**src/rtl/gpio_input_conditioner.sv**
```systemverilog
// Per-bit GPIO input conditioner: two-flop synchroniser, stable-time debounce,
// one-cycle rise/fall pulses and a sticky change flag with per-bit clear.
module gpio_input_conditioner #(
    parameter int                WIDTH         = 3,
    parameter int                STABLE_CYCLES = 500000,
    parameter logic [WIDTH-1:0]  RESET_VALUE   = '0
) (
    input  logic             clock,
    input  logic             reset,
    input  logic [WIDTH-1:0] pin_in,
    input  logic [WIDTH-1:0] bypass,
    input  logic [WIDTH-1:0] clear,
    output logic [WIDTH-1:0] debounced,
    output logic [WIDTH-1:0] rise,
    output logic [WIDTH-1:0] fall,
    output logic [WIDTH-1:0] changed
);

    localparam int              CNT_W    = $clog2(STABLE_CYCLES + 1);
    localparam logic [CNT_W-1:0] CNT_LAST = CNT_W'(STABLE_CYCLES - 1);

    logic [WIDTH-1:0] sync_p0;
    logic [WIDTH-1:0] sync_p1;
    logic [CNT_W-1:0] cnt      [WIDTH];
    logic [CNT_W-1:0] cnt_next [WIDTH];
    logic [WIDTH-1:0] deb_next;

    // Saturating increment: the count never runs past the acceptance point.
    function automatic logic [CNT_W-1:0] cnt_inc(input logic [CNT_W-1:0] c);
        if (c >= CNT_LAST)
            return CNT_LAST;
        return c + CNT_W'(1);
    endfunction

    always_comb begin
        deb_next = debounced;
        for (int i = 0; i < WIDTH; i++) begin
            cnt_next[i] = '0;
            if (bypass[i]) begin
                deb_next[i] = sync_p1[i];
            end else if (sync_p1[i] != debounced[i]) begin
                if (cnt[i] == CNT_LAST)
                    deb_next[i] = sync_p1[i];
                else
                    cnt_next[i] = cnt_inc(cnt[i]);
            end
        end
    end

    // Stage p0/p1: synchroniser; then debounce state, pulses and sticky flag.
    always_ff @(posedge clock or negedge reset) begin
        if (!reset) begin
            sync_p0   <= RESET_VALUE;
            sync_p1   <= RESET_VALUE;
            debounced <= RESET_VALUE;
            rise      <= '0;
            fall      <= '0;
            changed   <= '0;
            for (int i = 0; i < WIDTH; i++)
                cnt[i] <= '0;
        end else begin
            sync_p0   <= pin_in;
            sync_p1   <= sync_p0;
            debounced <= deb_next;
            rise      <= deb_next & ~debounced;
            fall      <= ~deb_next & debounced;
            // A pending pulse takes priority over a clear in the same cycle.
            changed   <= rise | fall | (changed & ~clear);
            for (int i = 0; i < WIDTH; i++)
                cnt[i] <= cnt_next[i];
        end
    end

endmodule

```
**config.mk**
```make
export PLATFORM = sky130hd
export DESIGN_NAME = gpio_input_conditioner
export DESIGN_NICKNAME = d
export VERILOG_FILES = /design/src/rtl/gpio_input_conditioner.sv
export SDC_FILE = /design/constraint.sdc
export NUM_CORES = 1
export LEC_CHECK = 0
export CAP_MARGIN = 20
export CORE_MARGIN = 2
export CORE_UTILIZATION = 41
export CTS_CLUSTER_DIAMETER = 80
export DETAILED_ROUTE_END_ITERATION = 12
export DONT_BUFFER_PORTS = 1
export PLACE_DENSITY_LB_ADDON = 0.12
export SYNTH_ARGS = -nofsm -noshare
export SYNTH_HDL_FRONTEND = slang
export SYNTH_SLANG_ARGS = --single-unit
```
**constraint.sdc**
```tcl
create_clock -name clock -period 1.6 [get_ports clock]
set_clock_uncertainty 0.05 [all_clocks]
set_input_delay 0.24 -clock clock [delete_from_list [all_inputs] [get_ports clock]]
set_output_delay 0.24 -clock clock [all_outputs]
set_load 0.01 [all_outputs]
```
==> metrics.txt <==
status=finished, violations left; failing checks=hold timing, setup timing; met2 wire length=4.23 mm; Worst Path Arrival=1.95 ns; die span in x=97.9 um; fraction of synthesized cell area in xor and xnor cells=0.107; Hold Buf Count CTS=6; Tightest Hold Check Type=in -> async; Clock Root Buffer=clkbuf_8; highest routed layer=met4; CP startpoint kind=register; Synth top area share=0.520; final WL=8.42 mm; CTS clk-pin slew, worst paths=0.08 ns; Pwr Density=760 mW/mm^2; DR pass1 iterations=4; Fin Hold WS=-0.482 ns; final setup violation count=64; Rows=34; core region area=0.00864 mm^2; placed cells=508; post-synth top area cell=dfrtp_1; H-tree Lvls=3; Relative slew margins=0.660; commonest non-fill, non-tap cell in the layout=dfrtp_1; GRT Resource Usage Total=0.191; Synth Flop Type=dfrtp_1; Syn Inst Count=351; CTS tree=yes; dpl hpwl=5.12 mm; Worst VDD drop=0.000468 V; IO Pins=23; Synth async-reset ratio=1.00; diode count=0; gr ovfl total=0; synthesized cell area=0.00361 mm^2; wl on met1=3.82 mm; Final Hold Vio Count=75; pre-CTS setup slack=-0.172 ns; vias in the first global route=3214; CP Data Required Time=1.80 ns; vias per cell=5.30; Simple-Gate Fraction of Synth Area=0.232; synth warn=0; Port Buf Inserts=0; Net Count, Synth=365; Synth Area per Inst=10.3 um^2; path type of the worst setup path=reg -> reg; clock buffer depth=2; worst-skew pair later-pin latency=0.36 ns; area occupied by multi-input gates=0.00216 mm^2; crit path max fanout=2; setup repair after global routing missed its margin=yes; Residual DRC=0; NumNets Final=452; post-route minimum period=1.75 ns; largest net degree at the start of global routing=76; critical path endpoint category=register; TritonCTS Buffers=9; final instance area=0.00524 mm^2; number of DRC markers in iteration 0=61; final slew viol count=0; via count=2922; global-route wire length before repair=14.9 mm; initial antenna violation count=0; fillers=688; layout cell share with drive strength beyond 1=0.467; Final WS setup=-0.149 ns; number of flops mapped to enable cells by yosys=0; Die Span Y=97.9 um; Initial Utilization=0.418; sw power=0.948 mW; routability congestion estimate=0.795; Max Cap Viol=0; Clock power frac=0.428; Synth Register Bits=75; Netlist cell types=50; routed len/inst=15.3 um; routed wl met3=215 um; Tcrit/Tclk final=1.09; Flop pwr share=0.498; multiplexer share of the synthesized area=0.0104; achievable frequency=572 MHz; Worst-Margin Slew=0.505 ns; fin cells=551; post-synthesis compound-gate area fraction=0.0946; Die ar.=0.00958 mm^2; dpl cell area=0.00426 mm^2; internal power=3.03 mW; sequential area share after synthesis=0.520; dominant cells by area after synthesis=dfrtp_1 (52%), xor2_1 (6.1%), xnor2_1 (4.6%); Lkg Pwr=2.24 nW; Final ANT Viol Nets=0; Layout area overhead=45.1%; largest family of logic cells by synthesized area=simple AND/OR/NAND/NOR gates; commonest non-fill, non-tap cells in the layout=dfrtp_1 (73), buf_4 (64), a21oi_2 (26); Synth Area in Adders=0.0104; Comb pwr share=0.074; Net Sw Frac=0.238; FF+latch area=0.00188 mm^2; Core Util, Final=0.607; Clock Sinks=75
[critical path, stage by stage (launching register included)]
cell and delay [ns]:
dfrtp_1 0.38, or4_4 0.54, nor2_4 0.11, nand4_2 0.12, nor2b_4 0.15, mux2_4 0.28
[metal layers]
layer / vias up / track usage
met5: - / 0
met4: 0 / 0.0759
met3: 11 / 0.0308
met2: 42 / 0.323
met1: 1465 / 0.243
li1: 1404 / -
[state kept, by name, indices dropped and copies added (netlist names)]
register	count
cnt	57
changed	3
debounced	3
fall	3
rise	3
sync_p0	3
sync_p1	3
[path summary, 6_finish.rpt]
path	from	to	slack, ns	cells after the start
worst max-delay path	cnt[12]	debounced[2]	-0.15	5
worst min-delay path	reset	fall[2]	-0.48	0
worst max register to register	cnt[12]	debounced[2]	-0.15	5
worst min register to register	sync_p0[2]	sync_p1[2]	0.30	0
max in group asynchronous	reset	cnt[21]	1.88	0
min in group clock	bypass[2]	debounced[2]	0.06	2
[through the flow]
stage | hold WS, ns | TNS [ns] | total power, mW
after global routing | -0.509 | -8.22 | 4.14
after global placement | -0.104 | -4.34 | 2.20
after floorplan | -0.106 | -0.899 | 2.12
final | -0.482 | -4.25 | 3.98
after CTS | -0.499 | -2.47 | 4.03
after detailed placement | -0.104 | -5.44 | 2.21
[cell families (layout without fill, tap and decap cells)]
| logic type | Yosys count | after routing |
|---|---|---|
| multiplexers | 3 | 3 |
| XOR/XNOR | 44 | 44 |
| AO/OA/AOI/OAI | 55 | 56 |
| buffers and inverters | 21 | 111 |
| adder cells (fa/ha/maj) | 3 | 3 |
| AND/OR/NAND/NOR | 150 | 151 |
| flip-flops | 75 | 75 |
[cell type report]
type,count,area share
Clock inverter,6,0.0179
Tap cell,108,0.0258
Clock buffer,10,0.0263
Multi-Input combinational cell,257,0.413
Timing Repair Buffer,84,0.151
Inverter,11,0.00788
Sequential cell,75,0.359
[Yosys cell counts (2+ instances only)]
library cell	instances
nor3_1	24
clkbuf_1	5
buf_2	2
o21ai_0	8
or2_1	3
nand2_1	22
and3_2	3
nand2b_1	5
and2_1	2
and4_1	3
xor2_1	25
ha_1	3
xnor2_1	19
nand3_1	22
or2_2	2
a31oi_1	4
inv_1	11
nor2_1	27
nor4_2	3
dfrtp_1	75
and3_1	10
mux2_2	2
buf_4	2
nand4_1	11
a41oi_1	2
a21oi_1	31
nor3b_1	2
[power by group through the flow]
stage / logic, mW / clock network (mW) / registers [mW]
global placement: 0.183 / 0 / 2.02
detailed placement: 0.186 / 0 / 2.02
global route: 0.321 / 1.83 / 1.99
CTS: 0.300 / 1.75 / 1.98
finish: 0.295 / 1.71 / 1.98
floorplan: 0.105 / 0 / 2.02
[repair_timing]
action / in CTS / in global routing
pin swaps: 38 / 15
setup buffers: 14 / 4
gates cloned: 5 / 0
hold endpoints to repair: 81 / 75
gates resized for setup: 69 / 27
setup endpoints to repair: 61 / 66
(Power assumes the default switching activity.)
